`config.mk`:
```
export PLATFORM = sky130hd
export DESIGN_NAME = irrigation_sequencer_flat
export DESIGN_NICKNAME = d
export VERILOG_FILES = /design/src/rtl/irrigation_sequencer_pkg.sv /design/src/rtl/irrigation_sequencer_if.sv /design/src/rtl/irrigation_sequencer_tick_gen.sv /design/src/rtl/irrigation_sequencer.sv /design/src/flat_wrapper.sv
export SDC_FILE = /design/constraint.sdc
export NUM_CORES = 1
export LEC_CHECK = 0
export ABC_CLOCK_PERIOD_IN_PS = 4900
export CELL_PAD_IN_SITES_DETAIL_PLACEMENT = 0
export CELL_PAD_IN_SITES_GLOBAL_PLACEMENT = 1
export CORE_MARGIN = 4
export CORE_UTILIZATION = 45
export DETAILED_ROUTE_END_ITERATION = 8
export GPL_TIMING_DRIVEN = 0
export HOLD_SLACK_MARGIN = 0.02
export PLACE_DENSITY = 0.86
export SLEW_MARGIN = 20
export SYNTH_ARGS = -nofsm -noshare
export SYNTH_HDL_FRONTEND = slang
export SYNTH_SLANG_ARGS = --single-unit
```
`constraint.sdc`:
```
create_clock -name clk -period 4.9 [get_ports clk]
set_input_delay 0.49 -clock clk [delete_from_list [all_inputs] [get_ports clk]]
set_output_delay 0.49 -clock clk [all_outputs]
set_load 0.02 [all_outputs]
```
`src/rtl/irrigation_sequencer_pkg.sv`:
```
// Shared types for the irrigation sequencer: FSM state codes and actuator mode.
package irrigacao_pkg;

  typedef enum logic [2:0] {
    ST_IDLE     = 3'd0,
    ST_SETTLE   = 3'd1,
    ST_RUN      = 3'd2,
    ST_COOLDOWN = 3'd3,
    ST_FAULT    = 3'd4
  } state_e;

  typedef enum logic {
    MODE_SPRINKLE = 1'b0,
    MODE_DRIP     = 1'b1
  } mode_e;

endpackage

```
`src/rtl/irrigation_sequencer_if.sv`:
```
// Request/actuator bundle between the decision logic and the sequencer.
interface irrigation_sequencer_if;

  logic       bs_req;
  logic       vs_req;
  logic       err;
  logic       nv_baixo;
  logic       manual_stop;
  logic       fault_clr;
  logic       pump_on;
  logic       valve_on;
  logic       busy;
  logic       fault;
  logic [2:0] state;

  modport master (
    output bs_req, vs_req, err, nv_baixo, manual_stop, fault_clr,
    input  pump_on, valve_on, busy, fault, state
  );

  modport slave (
    input  bs_req, vs_req, err, nv_baixo, manual_stop, fault_clr,
    output pump_on, valve_on, busy, fault, state
  );

endinterface

```
`src/rtl/irrigation_sequencer_tick_gen.sv`:
```
// Free-running prescaler producing a one-cycle tick every TICK_DIV clocks.
module tick_gen #(
  parameter int TICK_DIV = 1000
) (
  input  logic clk,
  input  logic rst_n,
  output logic tick
);

  localparam int PW = (TICK_DIV > 2) ? $clog2(TICK_DIV) : 1;
  localparam logic [PW-1:0] LAST = PW'(TICK_DIV - 1);

  logic [PW-1:0] r_cnt;

  always_ff @(posedge clk or negedge rst_n) begin
    if (!rst_n) begin
      r_cnt <= '0;
    end else if (r_cnt == LAST) begin
      r_cnt <= '0;
    end else begin
      r_cnt <= r_cnt + 1'b1;
    end
  end

  assign tick = (r_cnt == LAST);

endmodule

```
`src/rtl/irrigation_sequencer.sv`:
```
// Sequences sprinkler/drip runs: debounce, min/max run time, cooldown and latched fault.
module irrigation_sequencer #(
  parameter int TICK_DIV   = 1000,
  parameter int DEB_TICKS  = 4,
  parameter int MIN_ON     = 10,
  parameter int MAX_ON     = 60,
  parameter int COOL_TICKS = 20,
  parameter int CW         = 8
) (
  input  logic                   clk,
  input  logic                   rst_n,
  irrigation_sequencer_if.slave  bus
);

  import irrigacao_pkg::*;

  localparam logic [CW-1:0] DEB_C  = CW'(DEB_TICKS);
  localparam logic [CW-1:0] MIN_C  = CW'(MIN_ON);
  localparam logic [CW-1:0] MAX_C  = CW'(MAX_ON);
  localparam logic [CW-1:0] COOL_C = CW'(COOL_TICKS);

  function automatic logic [CW-1:0] satInc(input logic [CW-1:0] v);
    return (v == {CW{1'b1}}) ? v : v + 1'b1;
  endfunction

  logic          w_tick;
  state_e        r_state;
  mode_e         r_mode;
  logic [CW-1:0] r_deb_cnt;
  logic [CW-1:0] r_run_cnt;
  logic [CW-1:0] r_cool_cnt;
  logic          r_pump_on;
  logic          r_valve_on;
  logic          r_busy;
  logic          r_fault;

  state_e        w_next_state;
  mode_e         w_next_mode;
  logic [CW-1:0] w_next_deb;
  logic [CW-1:0] w_next_run;
  logic [CW-1:0] w_next_cool;
  logic          w_latched_req;
  logic [CW-1:0] w_deb_inc;
  logic [CW-1:0] w_run_inc;
  logic [CW-1:0] w_cool_inc;

  tick_gen #(.TICK_DIV(TICK_DIV)) u_tick_gen (
    .clk   (clk),
    .rst_n (rst_n),
    .tick  (w_tick)
  );

  assign w_latched_req = (r_mode == MODE_SPRINKLE) ? bus.bs_req : bus.vs_req;
  assign w_deb_inc     = satInc(r_deb_cnt);
  assign w_run_inc     = satInc(r_run_cnt);
  assign w_cool_inc    = satInc(r_cool_cnt);

  // err pre-empts everything; water loss / operator stop end a run without waiting for a tick
  always_comb begin
    w_next_state = r_state;
    w_next_mode  = r_mode;
    w_next_deb   = r_deb_cnt;
    w_next_run   = r_run_cnt;
    w_next_cool  = r_cool_cnt;
    if (bus.err && (r_state != ST_FAULT)) begin
      w_next_state = ST_FAULT;
    end else begin
      case (r_state)
        ST_IDLE: begin
          if (w_tick && (bus.bs_req || bus.vs_req)) begin
            w_next_mode  = bus.bs_req ? MODE_SPRINKLE : MODE_DRIP;
            w_next_deb   = '0;
            w_next_state = ST_SETTLE;
          end
        end
        ST_SETTLE: begin
          if (w_tick) begin
            if (!w_latched_req) begin
              w_next_state = ST_IDLE;
            end else begin
              w_next_deb = w_deb_inc;
              if (w_deb_inc >= DEB_C) begin
                if (bus.nv_baixo && !bus.manual_stop) begin
                  w_next_run   = '0;
                  w_next_state = ST_RUN;
                end else begin
                  w_next_state = ST_IDLE;
                end
              end
            end
          end
        end
        ST_RUN: begin
          if (!bus.nv_baixo || bus.manual_stop) begin
            w_next_cool  = '0;
            w_next_state = ST_COOLDOWN;
          end else if (w_tick) begin
            w_next_run = w_run_inc;
            if ((w_run_inc >= MAX_C) || ((w_run_inc >= MIN_C) && !w_latched_req)) begin
              w_next_cool  = '0;
              w_next_state = ST_COOLDOWN;
            end
          end
        end
        ST_COOLDOWN: begin
          if (w_tick) begin
            w_next_cool = w_cool_inc;
            if (w_cool_inc >= COOL_C) begin
              w_next_state = ST_IDLE;
            end
          end
        end
        ST_FAULT: begin
          if (bus.fault_clr && !bus.err) begin
            w_next_state = ST_IDLE;
          end
        end
        default: w_next_state = ST_IDLE;
      endcase
    end
  end

  // Outputs are decoded from the next state so they switch on the same edge as the state
  always_ff @(posedge clk or negedge rst_n) begin
    if (!rst_n) begin
      r_state    <= ST_IDLE;
      r_mode     <= MODE_SPRINKLE;
      r_deb_cnt  <= '0;
      r_run_cnt  <= '0;
      r_cool_cnt <= '0;
      r_pump_on  <= 1'b0;
      r_valve_on <= 1'b0;
      r_busy     <= 1'b0;
      r_fault    <= 1'b0;
    end else begin
      r_state    <= w_next_state;
      r_mode     <= w_next_mode;
      r_deb_cnt  <= w_next_deb;
      r_run_cnt  <= w_next_run;
      r_cool_cnt <= w_next_cool;
      r_pump_on  <= (w_next_state == ST_RUN) && (w_next_mode == MODE_SPRINKLE);
      r_valve_on <= (w_next_state == ST_RUN) && (w_next_mode == MODE_DRIP);
      r_busy     <= (w_next_state != ST_IDLE);
      r_fault    <= (w_next_state == ST_FAULT);
    end
  end

  assign bus.pump_on  = r_pump_on;
  assign bus.valve_on = r_valve_on;
  assign bus.busy     = r_busy;
  assign bus.fault    = r_fault;
  assign bus.state    = r_state;

endmodule

```
`src/flat_wrapper.sv`:
```
// flat-port wrapper written by rule: the top's interface ports become plain ports
module irrigation_sequencer_flat import irrigacao_pkg::*;
#(
  parameter int TICK_DIV   = 1000,
  parameter int DEB_TICKS  = 4,
  parameter int MIN_ON     = 10,
  parameter int MAX_ON     = 60,
  parameter int COOL_TICKS = 20,
  parameter int CW         = 8
)
  (clk, rst_n, bus_bs_req, bus_vs_req, bus_err, bus_nv_baixo, bus_manual_stop, bus_fault_clr, bus_pump_on, bus_valve_on, bus_busy, bus_fault, bus_state);
  irrigation_sequencer_if bus_i ();
  input  logic clk;
  input  logic rst_n;
  input wire logic [$bits(bus_i.bs_req)-1:0] bus_bs_req;
  input wire logic [$bits(bus_i.vs_req)-1:0] bus_vs_req;
  input wire logic [$bits(bus_i.err)-1:0] bus_err;
  input wire logic [$bits(bus_i.nv_baixo)-1:0] bus_nv_baixo;
  input wire logic [$bits(bus_i.manual_stop)-1:0] bus_manual_stop;
  input wire logic [$bits(bus_i.fault_clr)-1:0] bus_fault_clr;
  output wire logic [$bits(bus_i.pump_on)-1:0] bus_pump_on;
  output wire logic [$bits(bus_i.valve_on)-1:0] bus_valve_on;
  output wire logic [$bits(bus_i.busy)-1:0] bus_busy;
  output wire logic [$bits(bus_i.fault)-1:0] bus_fault;
  output wire logic [$bits(bus_i.state)-1:0] bus_state;
  assign bus_i.bs_req = bus_bs_req;
  assign bus_i.vs_req = bus_vs_req;
  assign bus_i.err = bus_err;
  assign bus_i.nv_baixo = bus_nv_baixo;
  assign bus_i.manual_stop = bus_manual_stop;
  assign bus_i.fault_clr = bus_fault_clr;
  assign bus_pump_on = bus_i.pump_on;
  assign bus_valve_on = bus_i.valve_on;
  assign bus_busy = bus_i.busy;
  assign bus_fault = bus_i.fault;
  assign bus_state = bus_i.state;
  irrigation_sequencer #(.TICK_DIV(TICK_DIV), .DEB_TICKS(DEB_TICKS), .MIN_ON(MIN_ON), .MAX_ON(MAX_ON), .COOL_TICKS(COOL_TICKS), .CW(CW)) u_core (.clk(clk), .rst_n(rst_n), .bus(bus_i));
endmodule
```
==> impl_metrics.csv, run 1 <==
group,metric,value,unit
layout,drive_above_1_share,0.07325,
die,fp.dieArea,0.006938,mm2
cts,cts_max_path_buffers,2,
die,rows,27,
cts,cts.hold.buffers_added,0,
power,comb_power_share,0.047,
place,placed_area,0.002796,mm2
logic_synthesis,synth_cell_types,54,
sta,hold_violations,0,
worst_setup_path,cp_max_fo,8,
power,p_clk_frac,0.421,
drt,wl_per_cell,14.30,um
place,dp_hpwl,3974,um
run_status,status,"finished clean",
power,cellPowerDensity,225.0,mW/mm2
flow_run,maxCapViolations,0,
place,dp_cells,378,
logic_synthesis,async_flop_share,1.000,
logic_synthesis,synth_area_leaders,"dfrtp_1, nor2_1, nand2_1",
global_routing,antenna_found_initial,0,
layout,antenna_cells,0,
cts,clock_latency,0.30,ns
power,p_seq_frac,0.533,
sta,max_freq,353.4,MHz
die,core-area,0.005507,mm2
cts,cts-root-buf,"clkbuf_8",
worst_setup_path,cp-end-kind,"flip-flop",
drt,via_count,2251,
sta,fin_skew,0.009642,ns
sta,relSlewSlack,0.4170,
cts,cts_made_buffers,5,
drt,drc,0,
place,portBuffers,14,
layout,fin_nets,325,
worst_setup_path,crit_path_start_kind,"flip-flop",
layout,instances_no_fill,386,
layout,syn2layout_area_growth,14.08,%
logic_synthesis,synth_area_leader_cell,"dfrtp_1",
die,start_util,0.4633,
global_routing,grt_use_total,0.1673,
global_routing,grt_overflow,0,
sta,worst_pin_slew,0.8679,ns
logic_synthesis,syn_inst,291,
logic_synthesis,synth_seq_cells,42,
sta,whs,0.1213,ns
power,p_leak,1.194,nW
global_routing,grt_pass1_vias,2144,
global_routing,grt_first_pass_wirelength,9708,um
cts,cts_setup_buffers,0,
global_routing,grt_max_degree,26,
die,die_w,83.30,um
sta,finalMaxSlewViolations,0,
logic_synthesis,syn_avg_cell_area,8.767,um2
drt,drt_iter0_markers,123,
sta,post-route-period-util,0.5774,
drt,viasPerCell,5.832,
hold_path,min_path_type,"in -> async",
cts,path_clk_slew,0.08,ns
logic_synthesis,syn_area,0.002551,mm2
power,p_sw_frac,0.2181,
logic_synthesis,synthMostInstantiatedCell,"dfrtp_1",
logic_synthesis,synth_edf_count,0,
worst_setup_path,criticalPathCategory,"reg -> reg",
worst_setup_path,timing.rr.start,"u_core.r_run_cnt[0]",
cts,htreeDepth,2,
die,boundaryPins,15,
logic_synthesis,synth_nets,303,
sta,setup_tns,0,ns
place,gp_congestion,0.8351,
logic_synthesis,yosysSeqAreaShare,0.4120,
worst_setup_path,arrival,3.00,ns
drt,wl,5520,um
cts,numClockSinks,42,
worst_setup_path,cp-startpoint,"u_core.r_run_cnt[0]",
sta,period_needed,2.829,ns
worst_setup_path,crit_required,5.08,ns
drt,ant_nets,0,
cts,cts_tree,"built",
layout,design_area,0.002910,mm2
sta,finalSetupViolCount,0,
logic_synthesis,yosys-top-cells-count,"dfrtp_1, nor2_1, nand2_1",
power,p_int,512.0,uW
die,die_y,83.30,um
layout,fillers,521,
power,ir_worst_vdd,0.1583,mV
cts,cts.repair.resized,0,
sta,rsz0062_at_grt,"false",
logic_synthesis,yosysTopAreaCellShare,0.4120,
logic_synthesis,synth_warnings,0,
drt,drtPass1Iterations,5,
power,power_switching,142.8,uW
logic_synthesis,synth-main-ff-cell,"dfrtp_1",
[sequential cells by signal, summed over array words and instances, names as in the netlist, 3 cells and up]
signal and cells:
u_core.r_cool_cnt 8, u_core.u_tick_gen.r_cnt 10, u_core.r_deb_cnt 8, u_core.bus.state 3
u_core.r_run_cnt 8
[cells in the final DEF (no fill, tap or decap), types with 3 or more instances in the layout]
| cell type | n |
|---|---|
| a211oi_1 | 3 |
| a21oi_1 | 17 |
| a311oi_1 | 3 |
| a31oi_1 | 11 |
| and2_1 | 6 |
| and3_1 | 8 |
| buf_2 | 5 |
| clkbuf_1 | 5 |
| clkbuf_8 | 5 |
| clkdlybuf4s50_1 | 13 |
| dfrtp_1 | 42 |
| ha_1 | 4 |
| inv_1 | 13 |
| mux2i_1 | 7 |
| nand2_1 | 24 |
| nand2b_1 | 7 |
| nand3_1 | 16 |
| nand4_1 | 7 |
| nor2_1 | 27 |
| nor2b_1 | 4 |
| nor3_1 | 11 |
| nor3b_1 | 3 |
| nor4_1 | 4 |
| o21ai_0 | 17 |
| o31ai_1 | 3 |
| xnor2_1 | 4 |
| xor2_1 | 4 |
[critical path, cell delays in order, from the launching register on]
cell and delay (ns):
dfrtp_1 0.47, ha_1 0.32, and3_1 0.21, clkbuf_2 0.15, a31o_1 0.24, a221oi_2 0.26, o211a_1 0.21, a2111oi_0 0.07
o32a_1 0.41, or3b_1 0.37
[metrics by stage]
stage / power (mW) / util / setup WS [ns]
2_1_floorplan: 0.3659 / - / 2.353
3_3_place_gp: 0.3854 / 0.5051 / 2.067
3_5_place_dp: 0.3870 / 0.5078 / 2.067
4_1_cts: 0.6667 / 0.5285 / 2.073
5_1_grt: 0.6857 / 0.5285 / 1.905
6_report: 0.6548 / 0.5285 / 2.071
[final timing paths]
path | endpoint | slack (ns) | cells after the start
setup / recovery | u_core.bus.busy | 2.07 | 9
hold / removal | u_core.r_run_cnt[7] | 0.12 | 1
setup reg to reg | u_core.bus.busy | 2.07 | 9
hold reg to reg | u_core.u_tick_gen.r_cnt[0] | 0.49 | 1
max in group asynchronous | u_core.r_cool_cnt[2] | 4.30 | 2
min in group clk | u_core.u_tick_gen.r_cnt[0] | 0.49 | 1
[routing by layer]
metal	wire (um)	global-route usage
met5	0	0
met4	75	0.05052
met3	269	0.03869
met2	2499	0.2660
met1	2676	0.2267
[logic make-up after synthesis]
kind of cell | after synthesis | synth area share
AOI/OAI and AO/OA | 76 | 0.1986
xor gates and xnor gates | 8 | 0.02746
adders and majority gates | 4 | 0.01962
buffers and inverters | 24 | 0.04071
DFF | 42 | 0.4120
muxes | 9 | 0.03629
and+or+nand+nor | 128 | 0.2653
[power by group through the flow]
stage	Combinational [mW]	Clock [mW]	Sequential [mW]
5_1_grt	0.0346	0.302	0.349
4_1_cts	0.0317	0.286	0.349
3_5_place_dp	0.0315	0	0.356
3_3_place_gp	0.0298	0	0.356
6_report	0.0307	0.275	0.349
2_1_floorplan	0.00817	0	0.358
[area by class of cell]
class	count	area [um2]	area share
flip-flops and latches	42	1051	0.3611
repair buffers	15	155.1	0.05331
inverters	13	48.80	0.01677
well taps	72	90.09	0.03095
plain buffers	11	55.05	0.01892
clock inverters	3	45.04	0.01548
clock buffers	5	68.82	0.02365
multi-input cells	225	1396	0.4798
Power figures use the tool's default switching activity.
==> run 2, diff against run 1 <==
Settings changed: ABC_CLOCK_PERIOD_IN_PS 4900 to 2500, CORE_UTILIZATION 45 to 41, PLACE_DENSITY 0.86 to 0.82.
Clock period 4.9 ns to 2.5 ns, I/O delays scaled along.
==> impl_metrics.csv, run 2 (same netlist as run 1, synthesis figures left out) <==
group,metric,value,unit
drt,drtPass1Iterations,4,
worst_setup_path,path_buf_inv,3,
sta,relSlewSlack,0.5710,
power,ir_worst_vdd,0.3367,mV
drt,drc,0,
global_routing,grt_max_degree,23,
sta,max_freq,408.0,MHz
cts,cts_max_path_buffers,2,
layout,largest_reg_flops,10,
sta,worst_pin_slew,0.6405,ns
drt,viasPerCell,5.744,
sta,hold_violations,0,
worst_setup_path,cp_max_fo,5,
layout,mostFrequentLayoutCell,"dfrtp_1",
global_routing,grt_use_total,0.1668,
power,power,1.282,mW
sta,finalMaxSlewViolations,0,
cts,numClockSinks,42,
die,core-area,0.005991,mm2
power,p_sw_frac,0.2171,
drt,ant_nets,0,
worst_setup_path,cp-end-kind,"flip-flop",
global_routing,grt_overflow,0,
drt,via_count,2315,
cts,cts-root-buf,"clkbuf_8",
worst_setup_path,arrival,2.62,ns
worst_setup_path,crit_path_max_incr_delay,0.44,ns
sta,finalSetupViolCount,0,
drt,wl,5891,um
power,p_leak,1.277,nW
worst_setup_path,cp_top_family,"compound AO/OA/AOI/OAI gates",
worst_setup_path,path_cells,"buf_4 > and4_1 > buf_4 > mux2i_1 > a311o_1 > o211a_1 > a2111oi_2 > o32a_1 > buf_4 > nor3_1",
sta,rsz0062_at_grt,"true",
global_routing,grt_first_pass_wirelength,10120,um
drt,wl_per_cell,14.62,um
cts,path_clk_slew,0.09,ns
sta,post-route-period-util,0.9803,
hold_path,min_path_type,"in -> async",
flow_run,maxCapViolations,0,
layout,syn2layout_area_growth,22.46,%
worst_setup_path,crit_path_frequent_cell,"buf_4",
die,die_w,86.88,um
run_status,status,"finished clean",
sta,setup_slack,0.04918,ns
layout,fin_nets,339,
cts,clock_latency,0.30,ns
power,p_seq_frac,0.533,
power,p_int,1.004,mW
power,comb_power_share,0.052,
power,cellPowerDensity,410.5,mW/mm2
cts,htreeDepth,2,
die,boundaryPins,15,
place,portBuffers,14,
cts,cts_made_buffers,5,
drt,drt_iter0_markers,123,
layout,drive_above_1_share,0.1616,
die,die_y,86.88,um
die,rows,28,
worst_setup_path,crit_path_start_kind,"flip-flop",
die,fp.dieArea,0.007548,mm2
place,place_ws,-0.2839,ns
cts,cts_tree,"built",
layout,antenna_cells,0,
power,power_switching,278.4,uW
sta,fin_skew,0.01044,ns
place,gp_congestion,0.8180,
power,p_clk_frac,0.415,
worst_setup_path,criticalPathCategory,"reg -> reg",
layout,top_register,"u_core.u_tick_gen.r_cnt",
sta,period_needed,2.451,ns
global_routing,grt_pass1_vias,2188,
place,dp_hpwl,4005,um
layout,final_cell_mix,"dfrtp_1, nor2_1, nand2_1",
worst_setup_path,crit_slowest_cell,"dfrtp_2",
global_routing,antenna_found_initial,0,
worst_setup_path,crit_required,2.67,ns
die,start_util,0.4259,
run 2: path summary, 6_finish.rpt:
check	startpoint	cells past startpoint	end	slack (ns)
worst max-delay path	u_core.r_run_cnt[0]	10	u_core.bus.pump_on	0.05
worst min-delay path	rst_n	2	u_core.r_run_cnt[5]	0.46
worst max register to register	u_core.r_run_cnt[0]	10	u_core.bus.pump_on	0.05
worst min register to register	u_core.u_tick_gen.r_cnt[8]	1	u_core.u_tick_gen.r_cnt[8]	0.49
max in group asynchronous	rst_n	3	u_core.r_run_cnt[0]	1.54
min in group clk	u_core.u_tick_gen.r_cnt[8]	1	u_core.u_tick_gen.r_cnt[8]	0.49
run 2: cell type report:
class | instances | area, um2
Multi-Input combinational cell | 225 | 1479
Sequential cell | 42 | 1054
Timing Repair Buffer | 31 | 285.3
Clock buffer | 5 | 68.82
Inverter | 13 | 48.80
Buffer | 9 | 55.05
Tap cell | 75 | 93.84
Clock inverter | 3 | 40.04
Fill cell | 549 | 2867
run 2: timing repair:
action | CTS | global route
hold buffers | 1 | 0
pin swaps | 4 | 6
hold endpoints to repair | 20 | 0
resized for setup | 12 | 13
buffers inserted | 8 | 7
endpoints found under the setup margin | 19 | 12
run 2: power by group through the flow:
stage               Combinational [mW]  Clock, mW  Sequential (mW)
global route                    0.0749      0.589            0.684
CTS                             0.0657      0.555            0.683
finish                          0.0672      0.532            0.683
floorplan                       0.0160          0            0.701
global placement                0.0584          0            0.697
detailed placement              0.0627          0            0.697
run 2: metrics by stage:
stage,setup TNS (ns),hold slack (ns),area [um2],cells,util
global placement,-1.178,0.4650,2788,380,0.4653
detailed placement,-1.500,0.2694,2810,381,0.4691
CTS,0,0.4799,3025,397,0.5050
global route,-0.01946,0.5077,3124,403,0.5215
finish,0,0.4566,3124,403,0.5215
floorplan,0,-0.04559,2554,291,-
run 2: metal layers:
layer,routed length [um],share of wire,track usage,vias up
met1,2845,0.48,0.2335,1104
met3,265,0.045,0.03406,11
met5,0,0,0,-
met2,2676,0.45,0.2560,54
li1,-,-,-,1146
met4,104,0.018,0.05807,0
==> run 3, diff against run 2 <==
Settings changed: SLEW_MARGIN 20 to unset.
==> results of run 3 <==
Final layout, timing and power as in run 2 (identical DEF).
